File: src/rtl/cpu_pkg.sv
`default_nettype none
// +----------------------------------------------------------------------+
// | cpu_pkg                                                              |
// | Opcode constants, fetch FSM encoding and default reset PC.           |
// | Rev 1.0                                                              |
// +----------------------------------------------------------------------+
package cpu_pkg;

    localparam logic [6:0]  OP_RTYPE = 7'b0110011;
    localparam logic [6:0]  OP_LD    = 7'b0000011;
    localparam logic [6:0]  OP_SD    = 7'b0100011;
    localparam logic [6:0]  OP_BEQ   = 7'b1100011;

    localparam logic [63:0] DEFAULT_RESET_PC = 64'h0;

    typedef enum logic [1:0] {
        S_REQ   = 2'd0,
        S_DROP  = 2'd1,
        S_VALID = 2'd2
    } fetch_state_e;

endpackage
`default_nettype wire

File: src/rtl/instr_fetch_if.sv
`default_nettype none
// +----------------------------------------------------------------------+
// | instr_fetch_if                                                       |
// | Instruction-memory handshake plus decode-side signals of fetch.      |
// | Rev 1.0                                                              |
// +----------------------------------------------------------------------+
interface instr_fetch_if #(
    parameter int XLEN = 64
);
    logic            imem_req;
    logic [XLEN-1:0] imem_addr;
    logic            imem_ack;
    logic [31:0]     imem_rdata;

    logic            stall;
    logic            branch_taken;
    logic [XLEN-1:0] branch_target;

    logic            instr_valid;
    logic [31:0]     instr;
    logic [6:0]      opcode;
    logic [XLEN-1:0] pc_out;
    logic            misalign_err;

    modport master (
        output imem_req, imem_addr,
        input  imem_ack, imem_rdata,
        input  stall, branch_taken, branch_target,
        output instr_valid, instr, opcode, pc_out, misalign_err
    );

    modport slave (
        input  imem_req, imem_addr,
        output imem_ack, imem_rdata,
        output stall, branch_taken, branch_target,
        input  instr_valid, instr, opcode, pc_out, misalign_err
    );
endinterface
`default_nettype wire

File: src/rtl/sat_counter.sv
`default_nettype none
// +----------------------------------------------------------------------+
// | sat_counter                                                          |
// | Width-parameterised up-counter that sticks at all-ones.              |
// | Rev 1.0                                                              |
// +----------------------------------------------------------------------+
module sat_counter #(
    parameter int WIDTH = 32
) (
    input  wire              clk,
    input  wire              rst,
    input  wire              en_i,
    output logic [WIDTH-1:0] count_o
);

    logic [WIDTH-1:0] count_q;

    always_ff @(posedge clk) begin
        if (rst) begin
            count_q <= '0;
        end else if (en_i && (count_q != '1)) begin
            count_q <= count_q + WIDTH'(1);
        end
    end

    assign count_o = count_q;

endmodule
`default_nettype wire

File: src/rtl/instr_fetch.sv
`default_nettype none
// +----------------------------------------------------------------------+
// | instr_fetch                                                          |
// | RV64 fetch stage: PC, imem req/ack, stall hold and branch redirect.  |
// | Optional macro FETCH_PERF_CNT_EN adds perf_fetched / perf_wait.      |
// | Rev 1.0                                                              |
// +----------------------------------------------------------------------+
module instr_fetch
    import cpu_pkg::*;
#(
    parameter int              XLEN     = 64,
    parameter logic [XLEN-1:0] RESET_PC = DEFAULT_RESET_PC[XLEN-1:0]
) (
    input  wire          clk,
    input  wire          rst,
    instr_fetch_if.master bus
`ifdef FETCH_PERF_CNT_EN
    ,
    output logic [31:0]  perf_fetched,
    output logic [31:0]  perf_wait
`endif
);

    fetch_state_e    state_q, state_d;
    logic [XLEN-1:0] pc_q, pc_d;
    logic [XLEN-1:0] drop_addr_q, drop_addr_d;
    logic [XLEN-1:0] pc_out_q, pc_out_d;
    logic [31:0]     instr_q, instr_d;
    logic            misalign_q, misalign_d;

    logic [XLEN-1:0] w_target;

    // Redirects always land word-aligned; a bad target only raises the flag.
    assign w_target = {bus.branch_target[XLEN-1:2], 2'b00};

    always_ff @(posedge clk) begin
        if (rst) begin
            state_q     <= S_REQ;
            pc_q        <= RESET_PC;
            drop_addr_q <= '0;
            pc_out_q    <= '0;
            instr_q     <= '0;
            misalign_q  <= 1'b0;
        end else begin
            state_q     <= state_d;
            pc_q        <= pc_d;
            drop_addr_q <= drop_addr_d;
            pc_out_q    <= pc_out_d;
            instr_q     <= instr_d;
            misalign_q  <= misalign_d;
        end
    end

    always_comb begin
        state_d     = state_q;
        pc_d        = pc_q;
        drop_addr_d = drop_addr_q;
        pc_out_d    = pc_out_q;
        instr_d     = instr_q;
        misalign_d  = misalign_q | (bus.branch_taken & (bus.branch_target[1:0] != 2'b00));

        case (state_q)
            S_REQ: begin
                if (bus.branch_taken) begin
                    pc_d = w_target;
                    // Without an ack the old request must be seen through to completion.
                    if (!bus.imem_ack) begin
                        drop_addr_d = pc_q;
                        state_d     = S_DROP;
                    end
                end else if (bus.imem_ack) begin
                    instr_d  = bus.imem_rdata;
                    pc_out_d = pc_q;
                    state_d  = S_VALID;
                end
            end
            S_DROP: begin
                if (bus.branch_taken) begin
                    pc_d = w_target;
                end
                if (bus.imem_ack) begin
                    state_d = S_REQ;
                end
            end
            S_VALID: begin
                if (bus.branch_taken) begin
                    pc_d    = w_target;
                    state_d = S_REQ;
                end else if (!bus.stall) begin
                    pc_d    = pc_q + XLEN'(4);
                    state_d = S_REQ;
                end
            end
            default: begin
                state_d = S_REQ;
            end
        endcase
    end

    assign bus.imem_req     = !rst && ((state_q == S_REQ) || (state_q == S_DROP));
    assign bus.imem_addr    = (state_q == S_DROP) ? drop_addr_q : pc_q;
    assign bus.instr_valid  = (state_q == S_VALID);
    assign bus.instr        = instr_q;
    assign bus.opcode       = instr_q[6:0];
    assign bus.pc_out       = pc_out_q;
    assign bus.misalign_err = misalign_q;

`ifdef FETCH_PERF_CNT_EN
    logic w_consumed;
    logic w_waiting;

    assign w_consumed = (state_q == S_VALID) && !bus.stall && !bus.branch_taken;
    assign w_waiting  = bus.imem_req && !bus.imem_ack;

    sat_counter #(.WIDTH(32)) u_perf_fetched (
        .clk     (clk),
        .rst     (rst),
        .en_i    (w_consumed),
        .count_o (perf_fetched)
    );

    sat_counter #(.WIDTH(32)) u_perf_wait (
        .clk     (clk),
        .rst     (rst),
        .en_i    (w_waiting),
        .count_o (perf_wait)
    );
`endif

endmodule
`default_nettype wire

File: src/flat_wrapper.sv
// flat-port wrapper written by rule: the top's interface ports become plain ports
module instr_fetch_flat import cpu_pkg::*;
#(
    parameter int              XLEN     = 64,
    parameter logic [XLEN-1:0] RESET_PC = DEFAULT_RESET_PC[XLEN-1:0]
)
  (clk, rst, bus_imem_req, bus_imem_addr, bus_imem_ack, bus_imem_rdata, bus_stall, bus_branch_taken, bus_branch_target, bus_instr_valid, bus_instr, bus_opcode, bus_pc_out, bus_misalign_err);
  instr_fetch_if #(.XLEN(XLEN)) bus_i ();
  input  wire clk;
  input  wire rst;
  output wire logic [$bits(bus_i.imem_req)-1:0] bus_imem_req;
  output wire logic [$bits(bus_i.imem_addr)-1:0] bus_imem_addr;
  input wire logic [$bits(bus_i.imem_ack)-1:0] bus_imem_ack;
  input wire logic [$bits(bus_i.imem_rdata)-1:0] bus_imem_rdata;
  input wire logic [$bits(bus_i.stall)-1:0] bus_stall;
  input wire logic [$bits(bus_i.branch_taken)-1:0] bus_branch_taken;
  input wire logic [$bits(bus_i.branch_target)-1:0] bus_branch_target;
  output wire logic [$bits(bus_i.instr_valid)-1:0] bus_instr_valid;
  output wire logic [$bits(bus_i.instr)-1:0] bus_instr;
  output wire logic [$bits(bus_i.opcode)-1:0] bus_opcode;
  output wire logic [$bits(bus_i.pc_out)-1:0] bus_pc_out;
  output wire logic [$bits(bus_i.misalign_err)-1:0] bus_misalign_err;
  assign bus_imem_req = bus_i.imem_req;
  assign bus_imem_addr = bus_i.imem_addr;
  assign bus_i.imem_ack = bus_imem_ack;
  assign bus_i.imem_rdata = bus_imem_rdata;
  assign bus_i.stall = bus_stall;
  assign bus_i.branch_taken = bus_branch_taken;
  assign bus_i.branch_target = bus_branch_target;
  assign bus_instr_valid = bus_i.instr_valid;
  assign bus_instr = bus_i.instr;
  assign bus_opcode = bus_i.opcode;
  assign bus_pc_out = bus_i.pc_out;
  assign bus_misalign_err = bus_i.misalign_err;
  instr_fetch #(.XLEN(XLEN), .RESET_PC(RESET_PC)) u_core (.clk(clk), .rst(rst), .bus(bus_i));
endmodule
File: config.mk
export PLATFORM = sky130hd
export DESIGN_NAME = instr_fetch_flat
export DESIGN_NICKNAME = d
export VERILOG_FILES = /design/src/rtl/cpu_pkg.sv /design/src/rtl/instr_fetch_if.sv /design/src/rtl/sat_counter.sv /design/src/rtl/instr_fetch.sv /design/src/flat_wrapper.sv
export SDC_FILE = /design/constraint.sdc
export NUM_CORES = 1
export LEC_CHECK = 0
export CAP_MARGIN = 20
export CORE_UTILIZATION = 40
export DETAILED_ROUTE_END_ITERATION = 7
export DONT_BUFFER_PORTS = 1
export PLACE_DENSITY_LB_ADDON = 0.2
export SYNTH_ARGS = -nofsm -noshare
export SYNTH_HDL_FRONTEND = slang
export SYNTH_SLANG_ARGS = --single-unit
File: constraint.sdc
create_clock -name clk -period 3 [get_ports clk]
set_input_delay 0.9 -clock clk [delete_from_list [all_inputs] [get_ports clk]]
set_output_delay 0.9 -clock clk [all_outputs]
set_load 0.02 [all_outputs]
==> results.sh, run 1 <==
export IMPL_top_layer="met4"
export IMPL_cts_clk_slew_worst_paths_ns=0.06
export IMPL_cts_tree="done"
export IMPL_clk_latency_ns=0.52
export IMPL_final_util_pct=44.98
export IMPL_wl_met2_mm=16.29
export IMPL_fill_cells=2765
export IMPL_die_w_um=168.1
export IMPL_drv_cap=0
export IMPL_fp_row_count=60
export IMPL_status="complete, no violations"
export IMPL_root_buffer="clkbuf_16"
export IMPL_wl_met1_mm=15.44
export IMPL_maxSlewHeadroom_pct=40.61
export IMPL_start_util_pct=40.82
export IMPL_vias=10304
export IMPL_finalNetCount=1494
export IMPL_wl_per_cell_um=20.44
export IMPL_cellPowerDensity_nw_per_um2=578.3
export IMPL_tns_ns=0
export IMPL_r2r_cells=5
export IMPL_worstSetupStartpointType="flop"
export IMPL_finalHoldViolCount=0
export IMPL_synth_flop_cell="dfxtp_1"
export IMPL_rsz0062_at_grt="no"
export IMPL_cp_arrival_ns=2.03
export IMPL_synthTopCellsByArea="dfxtp_1 40%, nand2_1 14%, a21oi_1 9.6%"
export IMPL_grt_pass1_wl_mm=54.52
export IMPL_async_flop_share_pct=0
export IMPL_htreeDepth=1
export IMPL_yosysWarnings=0
export IMPL_synth_top_area_share_pct=40.10
export IMPL_drtIter0Drc=931
export IMPL_synth_cell_types=74
export IMPL_seqCellArea_um2=4424
export IMPL_syn_to_final_growth_pct=10.18
export IMPL_worst_slew_pin_transition_ns=0.8875
export IMPL_dieHeight_um=168.1
export IMPL_final_period_utilization_pct=97.57
export IMPL_cts_hold_buffers=0
export IMPL_core_um2=27030
export IMPL_ir_drop_v=0.0003599
export IMPL_cts_sinks=221
export IMPL_yosys_area_top_type="dfxtp_1"
export IMPL_cts_buffers=25
export IMPL_place_hpwl_mm=23.87
export IMPL_cp_max_fo=29
export IMPL_routed_wl_mm=35.86
export IMPL_clockBufferDepth=3
export IMPL_final_common_cell="nand2_1"
export IMPL_track_usage_pct=24.16
export IMPL_hold_path_class="input pin to flop"
export IMPL_grt_ovfl_total=0
export IMPL_final_cell_mix="398 x nand2_1, 221 x dfxtp_1, 211 x a21oi_1"
export IMPL_routed_via_density=5.875
export IMPL_setup_violations=0
export IMPL_finClkSkew_ns=0.01323
export IMPL_grt_max_degree=224
export IMPL_ys_ff_latch=221
export IMPL_wl_met3_mm=3.034
export IMPL_drc=0
export IMPL_netlist_area_um2=11030
export IMPL_antenna_found_initial=5
export IMPL_crit_type="flop to primary output"
export IMPL_fmax_mhz=341.6
export IMPL_syn_inst=1439
export IMPL_setup_ws_ns=0.07285
export IMPL_cp_data_required_time_ns=2.10
export IMPL_drtAntennaViolNets=0
export IMPL_design_die_area_um2=28250
export IMPL_drv_slew=0
export IMPL_multi_input_area_um2=5836
export IMPL_ios=271
export IMPL_numPortBuffers=0
export IMPL_firstDrtPassIters=5
export IMPL_cp_end_kind="primary output"
export IMPL_ys_seq_area_share_pct=40.10
export IMPL_holdPathStages=1
export IMPL_rr_startpoint="u_core.pc_q[28]"
export IMPL_final_layout_size_suffix_gt1_share_pct=14.07
export IMPL_fin_crit_ns=2.927
export IMPL_grt_pass1_vias=9305
export IMPL_routabilityCongestion=0.9154
export IMPL_min_from="rst"
export IMPL_crit_path_start="u_core.state_q[1]"
export IMPL_synth_edf_count=0
export IMPL_dp_slack_ns=0.4128
export IMPL_power_leakage_nw=4.166
export IMPL_synth_avg_cell_area_um2=7.667
-- repair_timing --
action / in CTS / in global routing
endpoints found under the hold margin: 0 / 0
resized for setup: 1 / 0
setup endpoints to repair: 24 / 0
buffers inserted: 0 / 0
-- state kept, by name, summed over array words and instances, names as in the netlist --
name,cells
u_core.bus.misalign_err,1
u_core.state_q,2
u_core.pc_q,62
u_core.drop_addr_q,62
u_core.bus.instr,32
u_core.bus.pc_out,62
-- cell type report --
| class | count | share of cell area [%] |
|---|---|---|
| Clock inverter | 7 | 0.7410 |
| Sequential cell | 221 | 36.39 |
| Multi-Input combinational cell | 1060 | 48.00 |
| Tap cell | 341 | 3.510 |
| Timing Repair Buffer | 76 | 5.033 |
| Inverter | 8 | 0.2470 |
| Antenna cell | 6 | 0.1235 |
| Clock buffer | 35 | 5.949 |
-- layer usage --
metal	track usage (%)	vias up
li1	-	4945
met1	31.28	4915
met2	38.39	373
met3	7.123	71
met4	8.063	0
met5	0	-
-- cell usage after synthesis (all sizes together), types with 4 or more instances --
cell type	n
o21ai	41
nand4	32
a31oi	22
and2	7
and4	9
or4	16
a22oi	8
or2	4
nor4b	4
a221oi	4
buf	33
clkbuf	118
inv	8
nor2	41
nand2	398
o21a	7
o22ai	7
o211ai	9
o31ai	9
a21o	5
mux2	61
dfxtp	221
nand3	36
o311ai	4
a21oi	211
a311oi	5
nor3	15
nor4	17
a311o	4
a211oi	9
or3	10
o221ai	4
and3	19
mux2i	4
-- kinds of logic (layout without fill, tap and decap cells) --
group / after synthesis / in the layout / synth area share (%)
adders and majority gates: 1 / 1 / 0.1134
and+or+nand+nor: 626 / 626 / 26.49
buffers and inverters: 161 / 126 / 7.462
other: 1 / 10 / 0.03399
muxes: 65 / 65 / 6.589
AOI/OAI and AO/OA: 364 / 364 / 19.21
DFF: 221 / 221 / 40.10
-- stage by stage --
stage                     hold slack [ns]  power, mW  std cells  cell area [um^2]
after CTS                          0.4382      7.092       1748             12140
after floorplan                    0.4329      3.867       1442             11040
after global placement             0.4335      4.013       1706             11320
after global routing               0.4323      7.301       1751             12150
after detailed placement           0.4377      4.024       1706             11320
final                              0.4464      7.030       1754             12160
-- worst paths after layout --
path / endpoint / slack [ns]
worst min register to register: u_core.drop_addr_q[36] / 0.45
worst max-delay path: bus_imem_addr[47] / 0.07
worst max register to register: u_core.pc_q[56] / 0.49
worst min-delay path: u_core.bus.pc_out[49] / 0.45
-- power breakdown --
part | switching [mW] | internal [mW]
combinational | 0.463 | 0.258
clock | 1.23 | 1.84
sequential | 0.187 | 3.06
total | 1.88 | 5.15
-- critical path, stage by stage (launching register included) --
cell and delay [ns]:
dfxtp_1 0.71, nor2b_4 0.10, buf_6 0.22, o21ai_0 0.26, buf_4 0.20
(Power assumes the default switching activity.)
==> inputs of run 2 (changes only) <==
SKIP_LAST_GASP = 1   (was not set)
==> results of run 2 <==
The final DEF is identical to that of run 1; final timing and power are the same.
